### src/rtl/otter_fetch_pkg.sv
// Shared types and constants for the OTTER fetch unit and its fetch buffer.
package otter_fetch_pkg;

  localparam int unsigned PC_STEP   = 32'd4;
  localparam logic [31:0] INSTR_NOP = 32'h0000_0013;

  // The entry PC is stored beside this struct so that its width can follow ADDR_W.
  typedef struct packed {
    logic [31:0] instr;
    logic        filled;
  } fetch_entry_t;

  function automatic int ptr_w(input int depth);
    return $clog2(depth);
  endfunction

  function automatic int cnt_w(input int depth);
    return $clog2(depth + 1);
  endfunction

endpackage

### src/rtl/otter_fetch_buf.sv
// Circular fetch buffer: entries are allocated at request grant, filled in order as
// read data returns, and popped in order by decode. A flush empties it in one edge.
module otter_fetch_buf
  import otter_fetch_pkg::*;
#(
  parameter  int DEPTH  = 4,
  parameter  int ADDR_W = 32,
  localparam int PW     = ptr_w(DEPTH),
  localparam int CW     = cnt_w(DEPTH)
) (
  input  logic              clk,
  input  logic              rst_n,
  input  logic              flush,
  input  logic              alloc,
  input  logic [ADDR_W-1:0] alloc_pc,
  input  logic              fill,
  input  logic [31:0]       fill_instr,
  input  logic              pop,
  output logic              head_filled,
  output logic [ADDR_W-1:0] head_pc,
  output logic [31:0]       head_instr,
  output logic [CW-1:0]     count,
  output logic [CW-1:0]     pending
);

  fetch_entry_t      ent_r [DEPTH];
  logic [ADDR_W-1:0] pc_r  [DEPTH];
  logic [PW-1:0]     alloc_ptr_r;
  logic [PW-1:0]     fill_ptr_r;
  logic [PW-1:0]     head_ptr_r;
  logic [CW-1:0]     count_r;
  logic [CW-1:0]     pending_r;

  // Entry storage, pointers and occupancy counters; flush wins over every update.
  always_ff @(posedge clk or negedge rst_n) begin
    if (!rst_n) begin
      for (int i = 0; i < DEPTH; i++) begin
        ent_r[i] <= '{instr: INSTR_NOP, filled: 1'b0};
        pc_r[i]  <= '0;
      end
      alloc_ptr_r <= '0;
      fill_ptr_r  <= '0;
      head_ptr_r  <= '0;
      count_r     <= '0;
      pending_r   <= '0;
    end else if (flush) begin
      for (int i = 0; i < DEPTH; i++) begin
        ent_r[i].filled <= 1'b0;
      end
      alloc_ptr_r <= '0;
      fill_ptr_r  <= '0;
      head_ptr_r  <= '0;
      count_r     <= '0;
      pending_r   <= '0;
    end else begin
      if (alloc) begin
        ent_r[alloc_ptr_r] <= '{instr: INSTR_NOP, filled: 1'b0};
        pc_r[alloc_ptr_r]  <= alloc_pc;
        alloc_ptr_r        <= alloc_ptr_r + PW'(1);
      end
      // Fill and alloc never hit the same slot: alloc needs a free slot, fill targets a used one.
      if (fill) begin
        ent_r[fill_ptr_r] <= '{instr: fill_instr, filled: 1'b1};
        fill_ptr_r        <= fill_ptr_r + PW'(1);
      end
      if (pop) begin
        head_ptr_r <= head_ptr_r + PW'(1);
      end
      count_r   <= count_r + CW'(alloc) - CW'(pop);
      pending_r <= pending_r + CW'(alloc) - CW'(fill);
    end
  end

  assign head_filled = ent_r[head_ptr_r].filled;
  assign head_instr  = ent_r[head_ptr_r].instr;
  assign head_pc     = pc_r[head_ptr_r];
  assign count       = count_r;
  assign pending     = pending_r;

endmodule

### src/rtl/otter_fetch_unit.sv
// OTTER instruction-fetch stage: in-order imem requests, fetch buffer, redirect kill.
// Optional macro OTTER_FETCH_BYPASS_EN forwards returning read data straight to decode.
module otter_fetch_unit
  import otter_fetch_pkg::*;
#(
  parameter  int DEPTH  = 4,
  parameter  int ADDR_W = 32,
  localparam int CW     = cnt_w(DEPTH)
) (
  input  logic              IF_CLK,
  input  logic              IF_RST_N,
  input  logic [ADDR_W-1:0] IF_PC,
  output logic              IF_PC_LD,
  output logic [ADDR_W-1:0] IF_PC_DIN,
  input  logic              IF_REDIRECT,
  input  logic [ADDR_W-1:0] IF_REDIRECT_ADDR,
  output logic              IF_MEM_REQ,
  output logic [ADDR_W-1:0] IF_MEM_ADDR,
  input  logic              IF_MEM_GNT,
  input  logic              IF_MEM_RVALID,
  input  logic [31:0]       IF_MEM_RDATA,
  output logic              IF_DEC_VALID,
  input  logic              IF_DEC_READY,
  output logic [31:0]       IF_DEC_INSTR,
  output logic [ADDR_W-1:0] IF_DEC_PC
);

  localparam int SW = CW + 1;

  logic              run_r;
  logic [CW-1:0]     kill_r;
  logic [CW-1:0]     kill_nxt_s;
  logic [CW-1:0]     count_s;
  logic [CW-1:0]     pending_s;
  logic [CW-1:0]     outstanding_s;
  logic              room_s;
  logic              head_filled_s;
  logic [ADDR_W-1:0] head_pc_s;
  logic [31:0]       head_instr_s;
  logic [ADDR_W-1:0] redirect_tgt_s;
  logic              mem_req_s;
  logic              alloc_s;
  logic              fill_s;
  logic              pop_s;
  logic              flush_s;
  logic              bypass_s;
  logic              pc_ld_s;
  logic [ADDR_W-1:0] pc_din_s;
  logic              dec_valid_s;
  logic [31:0]       dec_instr_s;
  logic [ADDR_W-1:0] dec_pc_s;

  otter_fetch_buf #(
    .DEPTH  (DEPTH),
    .ADDR_W (ADDR_W)
  ) u_buf (
    .clk         (IF_CLK),
    .rst_n       (IF_RST_N),
    .flush       (flush_s),
    .alloc       (alloc_s),
    .alloc_pc    (IF_PC),
    .fill        (fill_s),
    .fill_instr  (IF_MEM_RDATA),
    .pop         (pop_s),
    .head_filled (head_filled_s),
    .head_pc     (head_pc_s),
    .head_instr  (head_instr_s),
    .count       (count_s),
    .pending     (pending_s)
  );

  // Killed plus live in-flight requests never exceed DEPTH, so the CW-bit sum cannot wrap.
  assign outstanding_s  = kill_r + pending_s;
  assign room_s         = ({1'b0, kill_r} + {1'b0, count_s}) < SW'(DEPTH);
  assign redirect_tgt_s = IF_REDIRECT_ADDR & ~ADDR_W'(3);

  // Outputs stay quiet until the first edge after reset release.
  always_ff @(posedge IF_CLK or negedge IF_RST_N) begin
    if (!IF_RST_N) begin
      run_r <= 1'b0;
    end else begin
      run_r <= 1'b1;
    end
  end

  // Count of responses still owed to requests that a redirect has made stale.
  always_ff @(posedge IF_CLK or negedge IF_RST_N) begin
    if (!IF_RST_N) begin
      kill_r <= '0;
    end else begin
      kill_r <= kill_nxt_s;
    end
  end

  // Request gating, PC next-value mux, kill accounting and decode presentation.
  always_comb begin
    mem_req_s   = 1'b0;
    alloc_s     = 1'b0;
    fill_s      = 1'b0;
    pop_s       = 1'b0;
    flush_s     = 1'b0;
    bypass_s    = 1'b0;
    pc_ld_s     = 1'b0;
    pc_din_s    = '0;
    dec_valid_s = 1'b0;
    dec_instr_s = '0;
    dec_pc_s    = '0;
    kill_nxt_s  = kill_r;
    if (!run_r) begin
      kill_nxt_s = '0;
    end else if (IF_REDIRECT) begin
      pc_ld_s  = 1'b1;
      pc_din_s = redirect_tgt_s;
      flush_s  = 1'b1;
      // A response arriving in this cycle is discarded now, so it is not owed later.
      if (IF_MEM_RVALID && (outstanding_s != '0)) begin
        kill_nxt_s = outstanding_s - CW'(1);
      end else begin
        kill_nxt_s = outstanding_s;
      end
    end else begin
      mem_req_s = room_s;
      alloc_s   = room_s & IF_MEM_GNT;
      if (alloc_s) begin
        pc_ld_s  = 1'b1;
        pc_din_s = IF_PC + ADDR_W'(PC_STEP);
      end else begin
        pc_ld_s  = 1'b0;
      end
      if (IF_MEM_RVALID && (kill_r != '0)) begin
        kill_nxt_s = kill_r - CW'(1);
      end else if (IF_MEM_RVALID && (pending_s != '0)) begin
        fill_s = 1'b1;
      end else begin
        fill_s = 1'b0;
      end
`ifdef OTTER_FETCH_BYPASS_EN
      // An unfilled head is always the next entry to be filled, so the word can go straight out.
      bypass_s = fill_s && !head_filled_s && (count_s != '0);
`else
      bypass_s = 1'b0;
`endif
      if ((count_s != '0) && head_filled_s) begin
        dec_valid_s = 1'b1;
        dec_instr_s = head_instr_s;
        dec_pc_s    = head_pc_s;
      end else if (bypass_s) begin
        dec_valid_s = 1'b1;
        dec_instr_s = IF_MEM_RDATA;
        dec_pc_s    = head_pc_s;
      end else begin
        dec_valid_s = 1'b0;
      end
      pop_s = dec_valid_s & IF_DEC_READY;
    end
  end

  assign IF_MEM_REQ   = mem_req_s;
  assign IF_MEM_ADDR  = run_r ? IF_PC : '0;
  assign IF_PC_LD     = pc_ld_s;
  assign IF_PC_DIN    = pc_din_s;
  assign IF_DEC_VALID = dec_valid_s;
  assign IF_DEC_INSTR = dec_instr_s;
  assign IF_DEC_PC    = dec_pc_s;

endmodule

### config.mk
export PLATFORM = sky130hd
export DESIGN_NAME = otter_fetch_unit
export DESIGN_NICKNAME = d
export VERILOG_FILES = /design/src/rtl/otter_fetch_pkg.sv /design/src/rtl/otter_fetch_buf.sv /design/src/rtl/otter_fetch_unit.sv
export SDC_FILE = /design/constraint.sdc
export NUM_CORES = 1
export LEC_CHECK = 0
export BUFFER_PORTS_ARGS = -buffer_cell sky130_fd_sc_hd__buf_4
export CAP_MARGIN = 20
export CORE_MARGIN = 3
export CORE_UTILIZATION = 50
export DETAILED_ROUTE_END_ITERATION = 7
export PLACE_DENSITY = 0.71
export SLEW_MARGIN = 25
export SYNTH_ARGS = -nofsm -noshare
export SYNTH_HDL_FRONTEND = slang
export SYNTH_HIERARCHICAL = 1
export SYNTH_SLANG_ARGS = --single-unit
### constraint.sdc
create_clock -name IF_CLK -period 6 [get_ports IF_CLK]
set_input_delay 1.2 -clock IF_CLK [delete_from_list [all_inputs] [get_ports IF_CLK]]
set_output_delay 1.2 -clock IF_CLK [all_outputs]
set_load 0.1 [all_outputs]
==> flow_metrics.py <==
metrics = {
    "clock_network": {
        "htreeDepth": 1,
        "clk_pin_slew_worst_paths_ns": 0.06,
        "insertion_delay_ns": 0.58,
        "ctsHoldBuffers": 0,
        "numCtsBuffers": 31,
        "root_buffer": "clkbuf_16",
        "postCtsSetupRepairBufs": 0,
        "cts_resized": 0,
        "clock-sinks": 276,
        "clock_path_buffers": 3,
        "cts_tree": "built",
    },
    "finish": {
        "n_antenna_cell": 0,
        "drive_gt1_share_pct": 32.04,
        "stdcell_area_um2": 19030,
        "syn2layout_area_growth_pct": 18.68,
        "fin_nets": 1745,
        "postLayoutCoreUtil_pct": 61.25,
    },
    "hold_path": {
        "hp-class": "flip-flop to flip-flop",
        "holdPathStages": 1,
    },
    "grt": {
        "grt_pass1_wl_mm": 66.67,
        "grt_max_degree": 279,
        "grt-ovfl-total": 0,
        "grt.busiest_layer": "met2",
        "grt_pass1_vias": 12210,
        "antenna_found_initial": 1,
        "grtUsageTotal_pct": 24.12,
        "met2_usage_pct": 40.02,
        "use_met3_pct": 3.103,
        "met1_usage_pct": 34.39,
    },
    "sta": {
        "period_needed_ns": 4.736,
        "fin_tns_setup_ns": 0,
        "setup_viol": 0,
        "rsz0062_at_grt": "no",
        "slew_headroom_pct": 31.67,
        "min_period_over_period_pct": 78.93,
        "max_freq_mhz": 211.2,
        "fin_hold_ws_ns": 0.4984,
        "hold_viol_final": 0,
        "finalClockSkew_ns": 0.02684,
        "worstMarginPinSlew_ns": 1.025,
        "drv_slew": 0,
    },
    "placed_design": {
        "port_buffers": 230,
        "routabilityCongestion": 0.7819,
        "post_dp_cell_area_um2": 17810,
        "post-dp-hpwl_mm": 24.95,
    },
    "route": {
        "drtAntennaViolNets": 0,
        "drtIter0Drc": 1045,
        "wl_per_cell_um": 20.75,
        "num_vias": 12137,
        "dr.pass1.iters": 7,
        "vias_per_cell": 5.947,
        "wl_mm": 42.35,
        "drc": 0,
    },
    "die": {
        "coreArea_um2": 31070,
        "dieHeight_um": 185.1,
        "rows": 64,
        "start_util_pct": 51.61,
        "io_pins": 233,
        "die_w_um": 185.1,
        "dieArea_um2": 34250,
    },
    "worst_setup_path": {
        "reg2reg_depth": 10,
        "cp.required_ns": 4.80,
        "worstSetupPathType": "input pin to output pin",
        "startpoint_type": "input pin",
        "arrival_ns": 3.54,
        "setup.worst_path.end_class": "output pin",
        "cp_max_fo": 16,
    },
    "synth": {
        "async_flop_share_pct": 100.0,
        "synth_cells": 1465,
        "synthTopCellsByCount": "dfrtp_1, nand2_1, inv_1, mux2_2, o211ai_1",
        "seq_area_frac_synth_pct": 43.17,
        "synth.distinct_cells": 58,
        "ys.flop_type": "dfrtp_1",
        "yosys_warnings": 6,
        "synth_top_area_share_pct": 41.20,
        "synth.largest_area_cell": "dfrtp_1",
        "yosys_register_bits": 276,
        "synth_edf_count": 0,
        "avgSynthCellArea_um2": 10.94,
        "synth_fp_nets": 1590,
        "synthTopCellsByArea": "dfrtp_1, mux4_2, mux2_2, nand4b_1, o211ai_1",
        "synth_most_common_cell": "dfrtp_1",
        "synth_area_um2": 16030,
    },
    "power": {
        "p_total_w": 0.006766,
        "power.density_nw_per_um2": 355.6,
        "ir_drop_uv": 271.9,
        "leakage_nw": 8.726,
    },
    "run": {
        "cap_violations": 0,
    },
    "run_status": {
        "status": "completed",
    },
}
==> logic make-up after synthesis <==
family	count (synthesis)	share of synthesized area (%)
buf+inv	265	7.273
other cells	1	0.02339
compound gates	187	8.912
mux	196	18.31
flops	276	43.17
simple gates	499	19.14
fa+ha+maj	23	1.935
xor+xnor	18	1.241
==> critical path: stages <==
cell and delay (ns):
buf_4 0.15, nand4_1 0.26, or4_1 0.89, or4b_1 0.61, nand3_1 0.12, buf_4 0.30
==> cell type report <==
type / instances / area, um^2
multi-input combinational: 924 / 7988
clock inverter: 15 / 269.0
fill: 2524 / 12040
inverter: 139 / 521.8
sequential: 276 / 6930
tap: 396 / 495.5
clock buffer: 43 / 890.9
timing repair buffer: 248 / 1934
==> state kept, by name, indices dropped and copies added (netlist names) <==
signal and count:
u_buf/count 3, u_buf/head_ptr_r 2, u_buf/ent_r 132, u_buf/fill_ptr_r 2, run_r 1, u_buf/pending 3
kill_r 3, u_buf/alloc_ptr_r 2, u_buf/pc_r 128
==> metrics by stage <==
| step | cells | worst slack, ns |
|---|---|---|
| final | 2041 | 1.264 |
| after global routing | 2041 | 1.109 |
| after CTS | 2039 | 1.142 |
| after detailed placement | 1981 | 1.326 |
| after global placement | 1981 | 1.350 |
| after floorplan | 1465 | 0.4624 |
==> layout by cell type, fill, tap and decap left out, types with 4 or more instances in the layout <==
cell,n
and2_1,98
nand4b_1,117
nand2_1,158
o311ai_0,6
nand3b_1,6
a21oi_1,5
dfrtp_1,261
xnor2_1,9
mux2_2,128
o21ai_0,12
clkbuf_8,7
or4bb_1,12
a21bo_2,5
or4_1,13
bufinv_16,7
or3_1,6
clkinv_2,6
nor4_1,4
nand2b_1,13
o211ai_1,127
ha_1,20
inv_1,139
nand4_1,11
clkbuf_1,5
o211a_1,12
dfstp_2,12
nand3_1,24
a22o_2,4
clkbuf_16,31
xor2_1,6
mux4_2,65
nor2_1,14
buf_4,243
==> report_power, final <==
group | internal, W | leakage (nW) | switching, W
registers | 0.00236 | 3.17 | 0.000308
logic | 0.000900 | 4.99 | 0.00108
clock network | 0.00134 | 0.575 | 0.000780
==> metal layers <==
metal	vias to the layer above	share of wire (%)
met5	-	0.031
met4	2	1.8
met3	54	5.0
met2	334	50
met1	6150	43
li1	5597	-
==> worst paths after layout <==
check                                    start             endpoint  slack, ns
setup / recovery                      IF_PC[9]        IF_PC_DIN[27]       1.26
hold / removal                  u_buf/pc_r[49]       u_buf/pc_r[49]       0.50
setup reg to reg           u_buf/head_ptr_r[0]       u_buf/count[2]       2.24
hold reg to reg                 u_buf/pc_r[49]       u_buf/pc_r[49]       0.50
max in group asynchronous             IF_RST_N  u_buf/head_ptr_r[0]       4.04
min in group asynchronous             IF_RST_N  u_buf/fill_ptr_r[0]       0.53
(Power assumes the default switching activity.)
